<file path="config.mk">
export PLATFORM = sky130hd
export DESIGN_NAME = mimo_det_scheduler
export DESIGN_NICKNAME = d
export VERILOG_FILES = /design/src/rtl/mimo_det_scheduler.sv
export SDC_FILE = /design/constraint.sdc
export NUM_CORES = 2
export LEC_CHECK = 0
export BUFFER_PORTS_ARGS = -buffer_cell sky130_fd_sc_hd__buf_2
export CORE_MARGIN = 1.5
export CORE_UTILIZATION = 40
export CTS_CLUSTER_SIZE = 16
export DETAILED_ROUTE_END_ITERATION = 8
export SLEW_MARGIN = 15
export SYNTH_ARGS = -nofsm -noshare
export SYNTH_HDL_FRONTEND = slang
export SYNTH_SLANG_ARGS = --single-unit
</file>
<file path="constraint.sdc">
create_clock -name clk -period 8 [get_ports clk]
set_input_delay 2 -clock clk [delete_from_list [all_inputs] [get_ports clk]]
set_output_delay 2 -clock clk [all_outputs]
set_load 0.05 [all_outputs]
</file>
<file path="src/rtl/mimo_det_scheduler.sv">
// mimo_det_scheduler
//
// Sequencer around the 4x4 16QAM K-best detector core. Upstream beats
// are buffered in an input FIFO. Each frame is only launched once all of
// its beats are buffered, so the detector sees an unbroken burst. A tag
// shift register follows every launched frame through the fixed detector
// latency, and the matching decision vector is captured into a
// first-word-fall-through result FIFO. Credits count the free result
// slots that are not yet claimed by a frame in flight. This keeps the
// non-stallable detector from ever overrunning the result FIFO.
//
// Ports:
//   clk, rst                 clock (rising edge), asynchronous active-low reset
//   in_valid/in_ready        upstream beat handshake
//   in0..in3                 upstream beat lanes
//   det_in0..det_in3         registered lanes to the detector (0 when idle)
//   det_first                high while beat 0 of a frame is on det_in*
//   det_x                    detector decision vector
//   res_valid/res_ready      result FIFO handshake
//   res_x                    result FIFO head (0 when empty)
//   busy                     frame being fed or any frame in flight
module mimo_det_scheduler #(
    parameter int IN_WL       = 16,
    parameter int FRAME_BEATS = 10,
    parameter int LATENCY     = 132,
    parameter int IN_DEPTH    = 32,
    parameter int RES_DEPTH   = 16
) (
    input  logic             clk,
    input  logic             rst,
    input  logic             in_valid,
    output logic             in_ready,
    input  logic [IN_WL-1:0] in0,
    input  logic [IN_WL-1:0] in1,
    input  logic [IN_WL-1:0] in2,
    input  logic [IN_WL-1:0] in3,
    output logic [IN_WL-1:0] det_in0,
    output logic [IN_WL-1:0] det_in1,
    output logic [IN_WL-1:0] det_in2,
    output logic [IN_WL-1:0] det_in3,
    output logic             det_first,
    input  logic [15:0]      det_x,
    output logic             res_valid,
    input  logic             res_ready,
    output logic [15:0]      res_x,
    output logic             busy
);

    localparam int IPW = (IN_DEPTH > 1) ? $clog2(IN_DEPTH) : 1;
    localparam int ICW = $clog2(IN_DEPTH + 1);
    localparam int RPW = (RES_DEPTH > 1) ? $clog2(RES_DEPTH) : 1;
    localparam int RCW = $clog2(RES_DEPTH + 1);
    localparam int BCW = (FRAME_BEATS > 1) ? $clog2(FRAME_BEATS) : 1;
    localparam int BW  = 4 * IN_WL;

    localparam logic [ICW-1:0] IN_FULL   = ICW'(IN_DEPTH);
    localparam logic [ICW-1:0] FRAME_N   = ICW'(FRAME_BEATS);
    localparam logic [IPW-1:0] IN_LAST   = IPW'(IN_DEPTH - 1);
    localparam logic [RCW-1:0] RES_FULL  = RCW'(RES_DEPTH);
    localparam logic [RPW-1:0] RES_LAST  = RPW'(RES_DEPTH - 1);
    localparam logic [BCW-1:0] BEAT_LAST = BCW'(FRAME_BEATS - 1);

    typedef enum logic {IDLE, FEED} state_t;

    state_t           state_q, state_d;
    logic [BCW-1:0]   beat_cnt_q, beat_cnt_d;
    logic [BW-1:0]    in_mem_q [IN_DEPTH];
    logic [IPW-1:0]   in_wr_q, in_wr_d, in_rd_q, in_rd_d;
    logic [ICW-1:0]   in_cnt_q, in_cnt_d;
    logic [15:0]      res_mem_q [RES_DEPTH];
    logic [RPW-1:0]   res_wr_q, res_wr_d, res_rd_q, res_rd_d;
    logic [RCW-1:0]   res_cnt_q, res_cnt_d;
    logic [RCW-1:0]   credits_q, credits_d;
    logic [LATENCY-1:0] tag_q, tag_d;
    logic [BW-1:0]    det_q, det_d;
    logic             det_first_q, det_first_d;

    logic in_push, pop, pop_first, res_push, res_pop;

    assign in_ready  = (in_cnt_q != IN_FULL);
    assign in_push   = in_valid && in_ready;
    assign res_valid = (res_cnt_q != '0);
    assign res_pop   = res_valid && res_ready;
    assign res_x     = res_valid ? res_mem_q[res_rd_q] : '0;
    // The result FIFO cannot fill while credits are honoured. The full
    // guard only protects its pointers if that ever breaks.
    assign res_push  = tag_q[LATENCY-1] && (res_cnt_q != RES_FULL);
    assign busy      = (state_q == FEED) || (tag_q != '0);

    assign det_in0   = det_q[IN_WL-1:0];
    assign det_in1   = det_q[2*IN_WL-1:IN_WL];
    assign det_in2   = det_q[3*IN_WL-1:2*IN_WL];
    assign det_in3   = det_q[4*IN_WL-1:3*IN_WL];
    assign det_first = det_first_q;

    // Launch control. A frame starts only when a full frame is already
    // buffered, and the test ignores a push in the same cycle. Beat 0 is
    // popped in the cycle the decision is made. Beats 1.. follow every
    // cycle. On the last beat the next frame may be chained with no
    // bubble. In that case the test discounts the beat being popped now.
    always_comb begin
        state_d    = state_q;
        beat_cnt_d = beat_cnt_q;
        pop        = 1'b0;
        pop_first  = 1'b0;
        case (state_q)
            IDLE: begin
                if (in_cnt_q >= FRAME_N && credits_q != '0) begin
                    pop        = 1'b1;
                    pop_first  = 1'b1;
                    state_d    = FEED;
                    beat_cnt_d = BCW'(1);
                end
            end
            FEED: begin
                pop       = 1'b1;
                pop_first = (beat_cnt_q == '0);
                if (beat_cnt_q == BEAT_LAST) begin
                    beat_cnt_d = '0;
                    if (!(in_cnt_q > FRAME_N && credits_q != '0)) begin
                        state_d = IDLE;
                    end
                end else begin
                    beat_cnt_d = beat_cnt_q + 1'b1;
                end
            end
            default: state_d = IDLE;
        endcase
    end

    // Next-state for both FIFOs, the credit counter and the detector side.
    // A launch consumes a credit. A result accepted downstream returns one.
    always_comb begin
        in_wr_d = in_wr_q;
        if (in_push) in_wr_d = (in_wr_q == IN_LAST) ? '0 : in_wr_q + 1'b1;
        in_rd_d = in_rd_q;
        if (pop) in_rd_d = (in_rd_q == IN_LAST) ? '0 : in_rd_q + 1'b1;
        in_cnt_d = in_cnt_q;
        if (in_push && !pop) in_cnt_d = in_cnt_q + 1'b1;
        else if (!in_push && pop) in_cnt_d = in_cnt_q - 1'b1;

        res_wr_d = res_wr_q;
        if (res_push) res_wr_d = (res_wr_q == RES_LAST) ? '0 : res_wr_q + 1'b1;
        res_rd_d = res_rd_q;
        if (res_pop) res_rd_d = (res_rd_q == RES_LAST) ? '0 : res_rd_q + 1'b1;
        res_cnt_d = res_cnt_q;
        if (res_push && !res_pop) res_cnt_d = res_cnt_q + 1'b1;
        else if (!res_push && res_pop) res_cnt_d = res_cnt_q - 1'b1;

        credits_d = credits_q;
        if (pop_first && !res_pop) credits_d = credits_q - 1'b1;
        else if (!pop_first && res_pop) credits_d = credits_q + 1'b1;

        det_d       = pop ? in_mem_q[in_rd_q] : '0;
        det_first_d = pop_first;
        tag_d       = {tag_q[LATENCY-2:0], det_first_q};
    end

    always_ff @(posedge clk or negedge rst) begin
        if (!rst) begin
            state_q     <= IDLE;
            beat_cnt_q  <= '0;
            in_wr_q     <= '0;
            in_rd_q     <= '0;
            in_cnt_q    <= '0;
            res_wr_q    <= '0;
            res_rd_q    <= '0;
            res_cnt_q   <= '0;
            credits_q   <= RES_FULL;
            tag_q       <= '0;
            det_q       <= '0;
            det_first_q <= 1'b0;
        end else begin
            state_q     <= state_d;
            beat_cnt_q  <= beat_cnt_d;
            in_wr_q     <= in_wr_d;
            in_rd_q     <= in_rd_d;
            in_cnt_q    <= in_cnt_d;
            res_wr_q    <= res_wr_d;
            res_rd_q    <= res_rd_d;
            res_cnt_q   <= res_cnt_d;
            credits_q   <= credits_d;
            tag_q       <= tag_d;
            det_q       <= det_d;
            det_first_q <= det_first_d;
        end
    end

    // Storage arrays need no reset. Occupancy is tracked by the counters.
    always_ff @(posedge clk) begin
        if (in_push) in_mem_q[in_wr_q] <= {in3, in2, in1, in0};
        if (res_push) res_mem_q[res_wr_q] <= det_x;
    end

endmodule
</file>
==> qor.txt <==
Critical Path, Cell by Cell: buf_4 -> mux4_2 -> mux2i_1 -> o22ai_1 -> buf_2
P per Cell Area: 266 nW/µm²
leakage power: 34.3 nW
routed wire length: 231000 µm
Synth area leaders: edfxtp_1 (72%), mux4_2 (9.0%), dfrtp_1 (6.1%), mux2i_1 (5.7%), o22ai_1 (1.4%)
IO Port Bufs: 167
post-synthesis async set-or-reset flop share: 9.29%
TNS Setup: 0 ns
number of synthesized register bits: 2540
fraction of layout cells with a size suffix above 1: 23.0%
Hold WC Path Type: reg -> reg
Mapped Nets: 4604
worst skew pair latency: 0.92 ns
area leader, netlist: edfxtp_1
Final HPWL DP: 122000 µm
vias in the first global route: 46714
GRT Overall Usage: 18.9%
initial antenna violation count: 23
synth warn: 0
Post-CTS Setup Bufs: 0
drt drc: 20
WP data required: 6.00 ns
M1 wire length: 99300 µm
count leader, synth: edfxtp_1
Post-CTS Resized: 0
crit start category: flip-flop
Synth Area per Inst: 21.3 µm²
CP endpoint: res_x[0]
largest net degree at the start of global routing: 173
violated checks: DRC
starting density of the core: 40.2%
Die Y-Extent: 492 µm
R2R Setup Slk: 4.13 ns
number of synthesized flops with an enable pin: 2304
FP Rows: 179
CP Max Fanout: 42
Core ar.: 238000 µm²
Peak Freq: 175 MHz
Clock Tree Root: clkbuf_16
Die W: 492 µm
CTS tree: built
Final Skew: 0.0782 ns
post-synthesis sequential area ratio: 78.5%
Worst EP arrival: 3.72 ns
worst setup path category: reg -> out
area delta synth->final: 14.6%
Synth top cells by count: edfxtp_1 (2304), mux2i_1 (545), mux4_2 (384)
clk sinks: 2540
Register-to-Register Path Depth: 6
Critical-path top delay cell: dfrtp_4
WL per Instance: 28.3 µm
met3 WL post-DR: 15000 µm
clock transition at the registers of the reported paths: 0.06 ns
Crit path max-delay family: flip-flops
CP peak stage delay: 0.95 ns
outcome: finished with violations
post-synth top area share: 72.3%
Worst path depth: 5
Max clock buf depth: 4
max-cap viol count: 0
Worst IR Drop VDD: 0.000229 V
H-tree Lvls: 5
worst path bufs/invs: 2
Primary FF master, synth: edfxtp_1
DR vias/cell: 5.56
Netlist cell types: 55
Ports: 168
final hold slack: 0.365 ns
Rel. slew slack: 22.5%
CTS buffer count: 284
Final min period: 5.72 ns
Slew @ Worst Pin: 1.16 ns
max-slew violation count: 0
via count: 45538
Die ar.: 242000 µm²
drt first pass iters: 7
CP Capture Type: output port
grt total ovfl: 0
DR iter-0 viols: 4481
Hold Buf Count CTS: 0
Nets: 4920
RSZ-0062 raised after global routing: no
mapped cell area: 95700 µm²
final setup fails: 0
RR Endpoint: det_q[39]
r2r startpoint: in_rd_q[1]
first-pass GRT wire length: 333000 µm
Worst Setup SP: res_rd_q[0]
top sig layer: met5
GPL Wtd Cong: 0.739
Final Hold Vio Count: 0
Routed met2 length: 110000 µm
cells after synthesis: 4489
Routed Antenna Nets: 0
Final period util: 71.5%
flip-flops by register name, summed over array words and instances (netlist names), 4 cells and up:
| name | cells |
|---|---|
| beat_cnt_q | 4 |
| credits_q | 5 |
| det_q | 64 |
| in_cnt_q | 6 |
| in_mem_q | 2048 |
| in_rd_q | 5 |
| in_wr_q | 5 |
| res_cnt_q | 5 |
| res_mem_q | 256 |
| res_rd_q | 4 |
| res_wr_q | 4 |
| tag_q | 132 |
per-layer routing:
layer | track usage [%] | up-vias
li1 | - | 19290
met1 | 26.3 | 24362
met2 | 30.1 | 1451
met3 | 3.79 | 417
met4 | 5.89 | 18
met5 | 0 | -
where the power goes:
group / switching (mW) / leakage [nW] / internal (mW)
sequential: 0.143 / 24.0 / 15.1
clock: 5.06 / 4.40 / 7.64
combinational: 0.919 / 5.86 / 0.305
layout by cell type, fill, tap and decap left out, types with 25 or more instances in the layout:
cell type,instances
nand2_1,34
clkinv_1,41
nor4_1,35
o21ai_0,31
buf_4,78
mux4_2,384
clkinv_2,30
nor2_1,87
clkbuf_1,64
dfrtp_1,229
mux2i_1,545
buf_2,166
nor2_4,32
clkbuf_16,293
a21oi_1,72
o221ai_2,46
bufinv_16,25
o22ai_1,209
o22a_1,64
ha_1,28
edfxtp_1,2304
logic make-up after synthesis:
logic type | count (synthesis) | synth area share, %
adders and majority gates | 31 | 0.429
DFF | 2540 | 78.5
AOI/OAI and AO/OA | 464 | 3.59
and+or+nand+nor | 253 | 1.25
buffers and inverters | 254 | 1.33
muxes | 932 | 14.8
xor gates and xnor gates | 15 | 0.137
worst min path at each step:
stage                    from        end  slack [ns]  depth (start not counted)
floorplan           tag_q[24]  tag_q[25]        0.35                          0
CTS                 tag_q[38]  tag_q[39]        0.36                          0
global route        tag_q[32]  tag_q[33]        0.36                          0
global placement    tag_q[23]  tag_q[24]        0.35                          0
finish              tag_q[75]  tag_q[76]        0.37                          0
detailed placement  tag_q[24]  tag_q[25]        0.36                          0
area by class of cell:
type,count,area [µm²]
fillers,19817,128000
flip-flops and latches,2540,75100
multi-input cells,1695,19600
clock buffers,373,7790
well taps,3167,3960
repair buffers,266,1850
clock inverters,120,1260
inverters,18,67.6
diodes,5,12.5
metrics by stage:
stage                     total power [mW]  instances  worst slack [ns]  util (%)  cell area [µm²]
after floorplan                       16.0       4489              2.44         -            95700
after global placement                16.7       7686              3.03      42.3           101000
after detailed placement              16.7       7686              2.92      42.3           101000
after CTS                             29.5       8179              2.10      46.1           110000
after global routing                  30.0       8181              1.93      46.1           110000
final                                 29.1       8184              2.28      46.1           110000
Note: power is estimated with default switching activity, not from simulation.
